### src/rtl/multicycle_main_control_if.sv
// Control bundle between the multicycle main control FSM and the datapath.
// The controller takes the master modport; the datapath (or a bench) takes the slave side.
interface multicycle_main_control_if #(
  parameter int CNT_W = 32
);
  logic [5:0]       opcode;
  logic             mem_ready;
  logic             pc_write;
  logic             pc_write_cond;
  logic             i_or_d;
  logic             mem_read;
  logic             mem_write;
  logic             ir_write;
  logic             mem_to_reg;
  logic             reg_dst;
  logic             reg_write;
  logic             alu_src_a;
  logic [1:0]       alu_src_b;
  logic [1:0]       aluop;
  logic [1:0]       pc_source;
  logic             illegal;
  logic [3:0]       state;
  logic [CNT_W-1:0] retired;

  modport master (
    input  opcode, mem_ready,
    output pc_write, pc_write_cond, i_or_d, mem_read, mem_write, ir_write,
           mem_to_reg, reg_dst, reg_write, alu_src_a, alu_src_b, aluop,
           pc_source, illegal, state, retired
  );

  modport slave (
    output opcode, mem_ready,
    input  pc_write, pc_write_cond, i_or_d, mem_read, mem_write, ir_write,
           mem_to_reg, reg_dst, reg_write, alu_src_a, alu_src_b, aluop,
           pc_source, illegal, state, retired
  );
endinterface

### src/rtl/multicycle_main_control.sv
// Main control FSM for the multicycle MIPS datapath: per-opcode sequencing,
// memory ready stalls and a retired-instruction counter.
//
// state  | meaning
// FETCH  | read instruction at PC, PC += 4 when memory is ready
// DECODE | register read, branch target precompute, opcode dispatch
// MEMADR | lw/sw effective address
// MEMRD  | lw data read, waits on mem_ready
// MEMWB  | lw register writeback
// MEMWR  | sw data write, waits on mem_ready
// EXEC   | R-type ALU operation
// RCOMP  | R-type register writeback
// BRANCH | beq compare and conditional PC load
// JUMP   | jump target PC load
// ADDIEX | addi ALU operation
// ADDIWB | addi register writeback
module multicycle_main_control #(
  parameter int CNT_W = 32
) (
  input  logic                        clk,
  input  logic                        rst_n,
  multicycle_main_control_if.master   bus
);

  typedef enum logic [3:0] {
    S_FETCH  = 4'd0,
    S_DECODE = 4'd1,
    S_MEMADR = 4'd2,
    S_MEMRD  = 4'd3,
    S_MEMWB  = 4'd4,
    S_MEMWR  = 4'd5,
    S_EXEC   = 4'd6,
    S_RCOMP  = 4'd7,
    S_BRANCH = 4'd8,
    S_JUMP   = 4'd9,
    S_ADDIEX = 4'd10,
    S_ADDIWB = 4'd11
  } state_t;

  typedef struct packed {
    logic       pc_write;
    logic       pc_write_cond;
    logic       i_or_d;
    logic       mem_read;
    logic       mem_write;
    logic       ir_write;
    logic       mem_to_reg;
    logic       reg_dst;
    logic       reg_write;
    logic       alu_src_a;
    logic [1:0] alu_src_b;
    logic [1:0] aluop;
    logic [1:0] pc_source;
    logic       illegal;
  } ctl_t;

  localparam logic [5:0] OP_RTYPE = 6'b000000;
  localparam logic [5:0] OP_LW    = 6'b100011;
  localparam logic [5:0] OP_SW    = 6'b101011;
  localparam logic [5:0] OP_BEQ   = 6'b000100;
  localparam logic [5:0] OP_J     = 6'b000010;
  localparam logic [5:0] OP_ADDI  = 6'b001000;

  state_t           state_q, state_d;
  logic [CNT_W-1:0] retired_q, retired_d;
  ctl_t             ctl;
  logic             retire;

  always_ff @(posedge clk) begin
    if (!rst_n) begin
      state_q   <= S_FETCH;
      retired_q <= '0;
    end else begin
      state_q   <= state_d;
      retired_q <= retired_d;
    end
  end

  always_comb begin
    state_d = S_FETCH;
    ctl     = '0;
    retire  = 1'b0;
    case (state_q)
      S_FETCH: begin
        ctl.mem_read  = 1'b1;
        ctl.alu_src_b = 2'b01;
        ctl.ir_write  = bus.mem_ready;
        ctl.pc_write  = bus.mem_ready;
        state_d       = bus.mem_ready ? S_DECODE : S_FETCH;
      end
      S_DECODE: begin
        ctl.alu_src_b = 2'b11;
        case (bus.opcode)
          OP_RTYPE:     state_d = S_EXEC;
          OP_LW, OP_SW: state_d = S_MEMADR;
          OP_BEQ:       state_d = S_BRANCH;
          OP_J:         state_d = S_JUMP;
          OP_ADDI:      state_d = S_ADDIEX;
          default: begin
            ctl.illegal = 1'b1;
            state_d     = S_FETCH;
          end
        endcase
      end
      S_MEMADR: begin
        ctl.alu_src_a = 1'b1;
        ctl.alu_src_b = 2'b10;
        state_d       = (bus.opcode == OP_SW) ? S_MEMWR : S_MEMRD;
      end
      S_MEMRD: begin
        ctl.mem_read = 1'b1;
        ctl.i_or_d   = 1'b1;
        state_d      = bus.mem_ready ? S_MEMWB : S_MEMRD;
      end
      S_MEMWB: begin
        ctl.reg_write  = 1'b1;
        ctl.mem_to_reg = 1'b1;
        retire         = 1'b1;
      end
      S_MEMWR: begin
        ctl.mem_write = 1'b1;
        ctl.i_or_d    = 1'b1;
        retire        = bus.mem_ready;
        state_d       = bus.mem_ready ? S_FETCH : S_MEMWR;
      end
      S_EXEC: begin
        ctl.alu_src_a = 1'b1;
        ctl.aluop     = 2'b10;
        state_d       = S_RCOMP;
      end
      S_RCOMP: begin
        ctl.reg_write = 1'b1;
        ctl.reg_dst   = 1'b1;
        retire        = 1'b1;
      end
      S_BRANCH: begin
        ctl.alu_src_a     = 1'b1;
        ctl.aluop         = 2'b01;
        ctl.pc_write_cond = 1'b1;
        ctl.pc_source     = 2'b01;
        retire            = 1'b1;
      end
      S_JUMP: begin
        ctl.pc_write  = 1'b1;
        ctl.pc_source = 2'b10;
        retire        = 1'b1;
      end
      S_ADDIEX: begin
        ctl.alu_src_a = 1'b1;
        ctl.alu_src_b = 2'b10;
        state_d       = S_ADDIWB;
      end
      S_ADDIWB: begin
        ctl.reg_write = 1'b1;
        retire        = 1'b1;
      end
      default: state_d = S_FETCH;
    endcase
    retired_d = retire ? retired_q + CNT_W'(1) : retired_q;
    // Reset silences the datapath within the same cycle, before the reset edge lands.
    if (!rst_n) ctl = '0;
  end

  assign bus.pc_write      = ctl.pc_write;
  assign bus.pc_write_cond = ctl.pc_write_cond;
  assign bus.i_or_d        = ctl.i_or_d;
  assign bus.mem_read      = ctl.mem_read;
  assign bus.mem_write     = ctl.mem_write;
  assign bus.ir_write      = ctl.ir_write;
  assign bus.mem_to_reg    = ctl.mem_to_reg;
  assign bus.reg_dst       = ctl.reg_dst;
  assign bus.reg_write     = ctl.reg_write;
  assign bus.alu_src_a     = ctl.alu_src_a;
  assign bus.alu_src_b     = ctl.alu_src_b;
  assign bus.aluop         = ctl.aluop;
  assign bus.pc_source     = ctl.pc_source;
  assign bus.illegal       = ctl.illegal;
  assign bus.state         = state_q;
  assign bus.retired       = retired_q;

endmodule

### src/flat_wrapper.sv
// flat-port wrapper written by rule: the top's interface ports become plain ports
module multicycle_main_control_flat 
#(
  parameter int CNT_W = 32
)
  (clk, rst_n, bus_opcode, bus_mem_ready, bus_pc_write, bus_pc_write_cond, bus_i_or_d, bus_mem_read, bus_mem_write, bus_ir_write, bus_mem_to_reg, bus_reg_dst, bus_reg_write, bus_alu_src_a, bus_alu_src_b, bus_aluop, bus_pc_source, bus_illegal, bus_state, bus_retired);
  multicycle_main_control_if #(.CNT_W(CNT_W)) bus_i ();
  input  logic clk;
  input  logic rst_n;
  input wire logic [$bits(bus_i.opcode)-1:0] bus_opcode;
  input wire logic [$bits(bus_i.mem_ready)-1:0] bus_mem_ready;
  output wire logic [$bits(bus_i.pc_write)-1:0] bus_pc_write;
  output wire logic [$bits(bus_i.pc_write_cond)-1:0] bus_pc_write_cond;
  output wire logic [$bits(bus_i.i_or_d)-1:0] bus_i_or_d;
  output wire logic [$bits(bus_i.mem_read)-1:0] bus_mem_read;
  output wire logic [$bits(bus_i.mem_write)-1:0] bus_mem_write;
  output wire logic [$bits(bus_i.ir_write)-1:0] bus_ir_write;
  output wire logic [$bits(bus_i.mem_to_reg)-1:0] bus_mem_to_reg;
  output wire logic [$bits(bus_i.reg_dst)-1:0] bus_reg_dst;
  output wire logic [$bits(bus_i.reg_write)-1:0] bus_reg_write;
  output wire logic [$bits(bus_i.alu_src_a)-1:0] bus_alu_src_a;
  output wire logic [$bits(bus_i.alu_src_b)-1:0] bus_alu_src_b;
  output wire logic [$bits(bus_i.aluop)-1:0] bus_aluop;
  output wire logic [$bits(bus_i.pc_source)-1:0] bus_pc_source;
  output wire logic [$bits(bus_i.illegal)-1:0] bus_illegal;
  output wire logic [$bits(bus_i.state)-1:0] bus_state;
  output wire logic [$bits(bus_i.retired)-1:0] bus_retired;
  assign bus_i.opcode = bus_opcode;
  assign bus_i.mem_ready = bus_mem_ready;
  assign bus_pc_write = bus_i.pc_write;
  assign bus_pc_write_cond = bus_i.pc_write_cond;
  assign bus_i_or_d = bus_i.i_or_d;
  assign bus_mem_read = bus_i.mem_read;
  assign bus_mem_write = bus_i.mem_write;
  assign bus_ir_write = bus_i.ir_write;
  assign bus_mem_to_reg = bus_i.mem_to_reg;
  assign bus_reg_dst = bus_i.reg_dst;
  assign bus_reg_write = bus_i.reg_write;
  assign bus_alu_src_a = bus_i.alu_src_a;
  assign bus_alu_src_b = bus_i.alu_src_b;
  assign bus_aluop = bus_i.aluop;
  assign bus_pc_source = bus_i.pc_source;
  assign bus_illegal = bus_i.illegal;
  assign bus_state = bus_i.state;
  assign bus_retired = bus_i.retired;
  multicycle_main_control #(.CNT_W(CNT_W)) u_core (.clk(clk), .rst_n(rst_n), .bus(bus_i));
endmodule
### config.mk
export PLATFORM = sky130hd
export DESIGN_NAME = multicycle_main_control_flat
export DESIGN_NICKNAME = d
export VERILOG_FILES = /design/src/rtl/multicycle_main_control_if.sv /design/src/rtl/multicycle_main_control.sv /design/src/flat_wrapper.sv
export SDC_FILE = /design/constraint.sdc
export NUM_CORES = 1
export LEC_CHECK = 0
export BUFFER_PORTS_ARGS = -buffer_cell sky130_fd_sc_hd__clkbuf_2
export CAP_MARGIN = 10
export CORE_MARGIN = 2
export CORE_UTILIZATION = 53
export CTS_BUF_LIST = sky130_fd_sc_hd__clkbuf_8 sky130_fd_sc_hd__clkbuf_16
export DETAILED_ROUTE_END_ITERATION = 8
export GPL_TIMING_DRIVEN = 1
export PLACE_DENSITY = 0.82
export SLEW_MARGIN = 20
export SYNTH_ARGS = -nofsm -noshare
export SYNTH_HDL_FRONTEND = slang
export SYNTH_SLANG_ARGS = --single-unit
export TNS_END_PERCENT = 5
### constraint.sdc
create_clock -name clk -period 5.46 [get_ports clk]
set_clock_uncertainty 0.15 [all_clocks]
set_input_delay 0.546 -clock clk [delete_from_list [all_inputs] [get_ports clk]]
set_output_delay 0.546 -clock clk [all_outputs]
set_load 0.1 [all_outputs]
Word-level counts from Yosys, hierarchy flattened. Index checks and enable logic that the tools add are counted.

Add/subtract/negate cells: 1. Reduce and logical (&&, ||, !) cells: 10. Muxes and demuxes: 23. Eq/ne operators: 16.

Operator list (count): $add 32x1->32 const B (1); $pmux 4 s7 (1); $pmux 4 s5 (1); $mux 17 (1); $eq 4x3->1 const B (4); $eq 4x4->1 const B (4); $eq 6x6->1 const B (2); $mux 1 (12); $mux 3 (3); $eq 4x2->1 const B (2); $pmux 2 s2 (2); $reduce_or 2->1 (4); $eq 6x2->1 const B (1); $eq 6x3->1 const B (1); $eq 6x4->1 const B (1); $logic_not 6->1 (1); $pmux 2 s3 (1); $reduce_or 6->1 (1); $reduce_or 5->1 (1); $eq 4x1->1 const B (1); $logic_not 4->1 (1); $pmux 1 s2 (2); $reduce_or 4->1 (1); $reduce_or 3->1 (1).

Output and inout port bits: 53. Word-level logic and storage cells: 52. Register bits: 36.

Longest topological paths before layout.
Depth after elaboration: 5. Mapped depth: 7. Mapped depth without buffers: 5.

Worst setup path before layout. No wires, ideal clock.

Path type: register to output. From: register u_core.state_q[3], in the netlist u_core.bus.state[3]. To: output bus_pc_source[0]. Cell stages (with the launch flop): 5. Required time: 4764 ps. Data arrival time: 4152 ps. Path slack: 612 ps. Cells stage by stage: dfxtp_1 clkbuf_1 nand2_1 nor3_1 buf_4.

Longest elaborated chain between the ends: 3.

RTL lines: from (decl) (line multicycle_main_control.sv:64) `state_t state_q, state_d;`; from (signal assigned) (line multicycle_main_control.sv:74) `state_q <= state_d;`; $eq 4x4->1 (line multicycle_main_control.sv:83) `case (state_q)`; $pmux 2 s2 (*) (line multicycle_main_control.sv:83); $mux 17 (*) (line multicycle_main_control.sv:161) `if (!rst_n) ctl = '0;`; to (decl) (line flat_wrapper.sv:24) `output wire logic [$bits(bus_i.pc_source)-1:0] bus_pc_source;`.

Every way passes the cells marked *; elsewhere a longest branch is shown, timed or not.

Worst setup path after layout.
From: input rst_n. To: output bus_mem_to_reg.

Longest elaborated chain between the ends: 1.

RTL lines: from (decl) (line flat_wrapper.sv:9) `input logic rst_n;`; $mux 17 (line multicycle_main_control.sv:161); to (decl) (line flat_wrapper.sv:18) `output wire logic [$bits(bus_i.mem_to_reg)-1:0] bus_mem_to_reg;`.

No other way between the ends.

==> results.cfg <==
[timing]
final.min_clock_period_ps = 3180
rsz0062_at_grt = no
max_slew_margin = 0.374
tightest_slew_ps = 939
timing_hold_violations_final = 0
final_max_slew_viol_count = 0
setup_viol_count_final = 0
setup_tns_ps = 0
fmax_mhz = 314
timing.final.crit_share = 0.583

[yosys]
synthTopCellsByArea = dfxtp_1 35%, nor2_1 6.8%, xnor2_1 5.9%
ys_warn_count = 0
yosys.cell_count.top_type = nor2_1
synth_cells = 275
synth-async-reset-ratio = 0
synth.distinct_cells = 36
syn_area_per_cell_sq_um = 7.58
synth_common_cells = 38 x nor2_1, 36 x dfxtp_1, 21 x nand2_1
netlist_area_sq_um = 2090
synth_top_area_cell = dfxtp_1
synth_edf_count = 0
synth_top_area_frac = 0.346
ys_ff_latch = 36
synth_ff_type = dfxtp_1
ys_seq_area_frac = 0.346
syn_nets = 285

[hold_path]
hp-start = u_core.bus.retired[31]
hold_path_class = reg2reg

[route]
drc = 0
num_vias = 2156
wl_met2_um = 2370
routedWlPerCell_um = 13.8
drt-pass1-iter-count = 4
vias_per_cell = 5.75
ant_nets = 0
dr_wl_met3_um = 306
drt-total-wl_um = 5160
drt_iter0_drc = 192
m1WireLength_um = 2430
top_layer = met4

[placement]
dpl.hpwl_um = 3720
io_buffers = 61
place_congestion = 0.865

[critical_path]
crit_arrival_ps = 2490
crit_path_max_fanout = 31
critPathLaunchType = primary input
crit_required_ps = 4760
startpoint = rst_n
end_kind = output port
path_class = in2out
r2r-start = u_core.bus.state[0]

[cts]
tritoncts = done
cts_sinks = 36
postCtsSetupBuffers = 0
postCtsHoldBufs = 0
numCtsBuffers = 5
htreeDepth = 2
clockRootBuffer = clkbuf_8
clock_latency_ps = 280
post_cts_resize_count = 0
clkTransAtPathRegs_ps = 60
clock_path_buffers = 2

[finish]
area_delta_synth_final_pct = 18.2
fin_nets = 337
diodes = 0
drive_gt1_frac = 0.226
final_util = 0.663

[floorplanning]
ioPinCount = 62
dieArea_sq_um = 4450
dieHeight_um = 66.7
start_util = 0.561
die_width_um = 66.7
fp-row-count = 22
core-area_sq_um = 3720

[power_and_ir_drop]
sw_frac_of_total = 0.273
p_int_uw = 360
power.density_nw_per_um2 = 201
clkPwrFrac = 0.350
p_sw_uw = 135
design_power_total_uw = 495
p_seq_frac = 0.538
ir_drop_uv = 148
leakage_uw = 0.000975
combPwrFrac = 0.113

[status]
status = completed

[global_route]
grt_util_all_layers = 0.254
first_global_vias = 1967
grt_antenna_before_repair = 0
grt_max_degree = 32
grt_overflow_total = 0
grt_pass1_wl_um = 8780

[flow_run]
cap_violations = 0
==> cells in the final DEF, fill, tap and decap left out, types with 3 or more instances in the layout <==
cell type  instances
or2_2              4
nand2_1           21
nor3_1            17
nor4_1             8
or3_1              6
and3_1             8
o21ai_0           10
xnor2_1           14
nand3_1           11
a21oi_1           13
o31ai_1            3
xor2_1            11
inv_1              9
clkbuf_8           5
mux2i_1            6
dfxtp_1           36
clkbuf_2          61
nand4_1           18
nand2b_1           9
nor2_1            38
==> per-stage QoR <==
step / area, sq um / instances / hold slack (ps) / worst slack (ps)
global placement: 2390 / 368 / 323 / 2340
global route: 2460 / 375 / 374 / 2060
floorplan: 2090 / 275 / 598 / 612
detailed placement: 2390 / 368 / 335 / 2270
CTS: 2460 / 375 / 345 / 2280
finish: 2460 / 375 / 337 / 2280
==> per-layer routing <==
layer / vias up / global-route usage
li1: 1086 / -
met1: 997 / 0.346
met2: 69 / 0.386
met3: 4 / 0.0608
met4: 0 / 0.0995
met5: - / 0
==> final timing paths <==
path              slack (ps)                     end  depth (start not counted)
setup / recovery        2280          bus_mem_to_reg                          6
setup reg to reg        2390  u_core.bus.retired[31]                          5
hold reg to reg          340  u_core.bus.retired[31]                          2
hold / removal           340  u_core.bus.retired[31]                          2
==> flip-flops by register name, summed over array words and instances, names as in the netlist <==
name,flops
u_core.bus.state,4
u_core.bus.retired,32
==> cell families after synthesis <==
group           count (synthesis)  synth area share
simple gates                  150             0.377
flops                          36             0.346
compound gates                 33            0.0930
xor+xnor                       25             0.105
buf+inv                        24            0.0450
mux                             6            0.0288
fa+ha+maj                       1           0.00600
==> cell type report <==
type	instances	area, sq um
fillers	337	1250
inverters	8	30.0
well taps	48	60.1
clock inverters	2	8.76
flip-flops and latches	36	721
clock buffers	5	68.8
repair buffers	61	305
multi-input cells	215	1270
==> worst max-delay path, stage by stage <==
cell      delay (ps)
clkbuf_2         220
inv_1            460
nor2_1           400
nand2_1          170
nor3_1           190
clkbuf_2         490
==> power groups by stage <==
stage	clock [uW]	sequential, uW	combinational (uW)
floorplan	0	275	41.3
global placement	0	272	55.1
detailed placement	0	272	55.5
CTS	175	266	55.6
global route	188	266	59.7
finish	173	266	55.9
(Power assumes the default switching activity.)
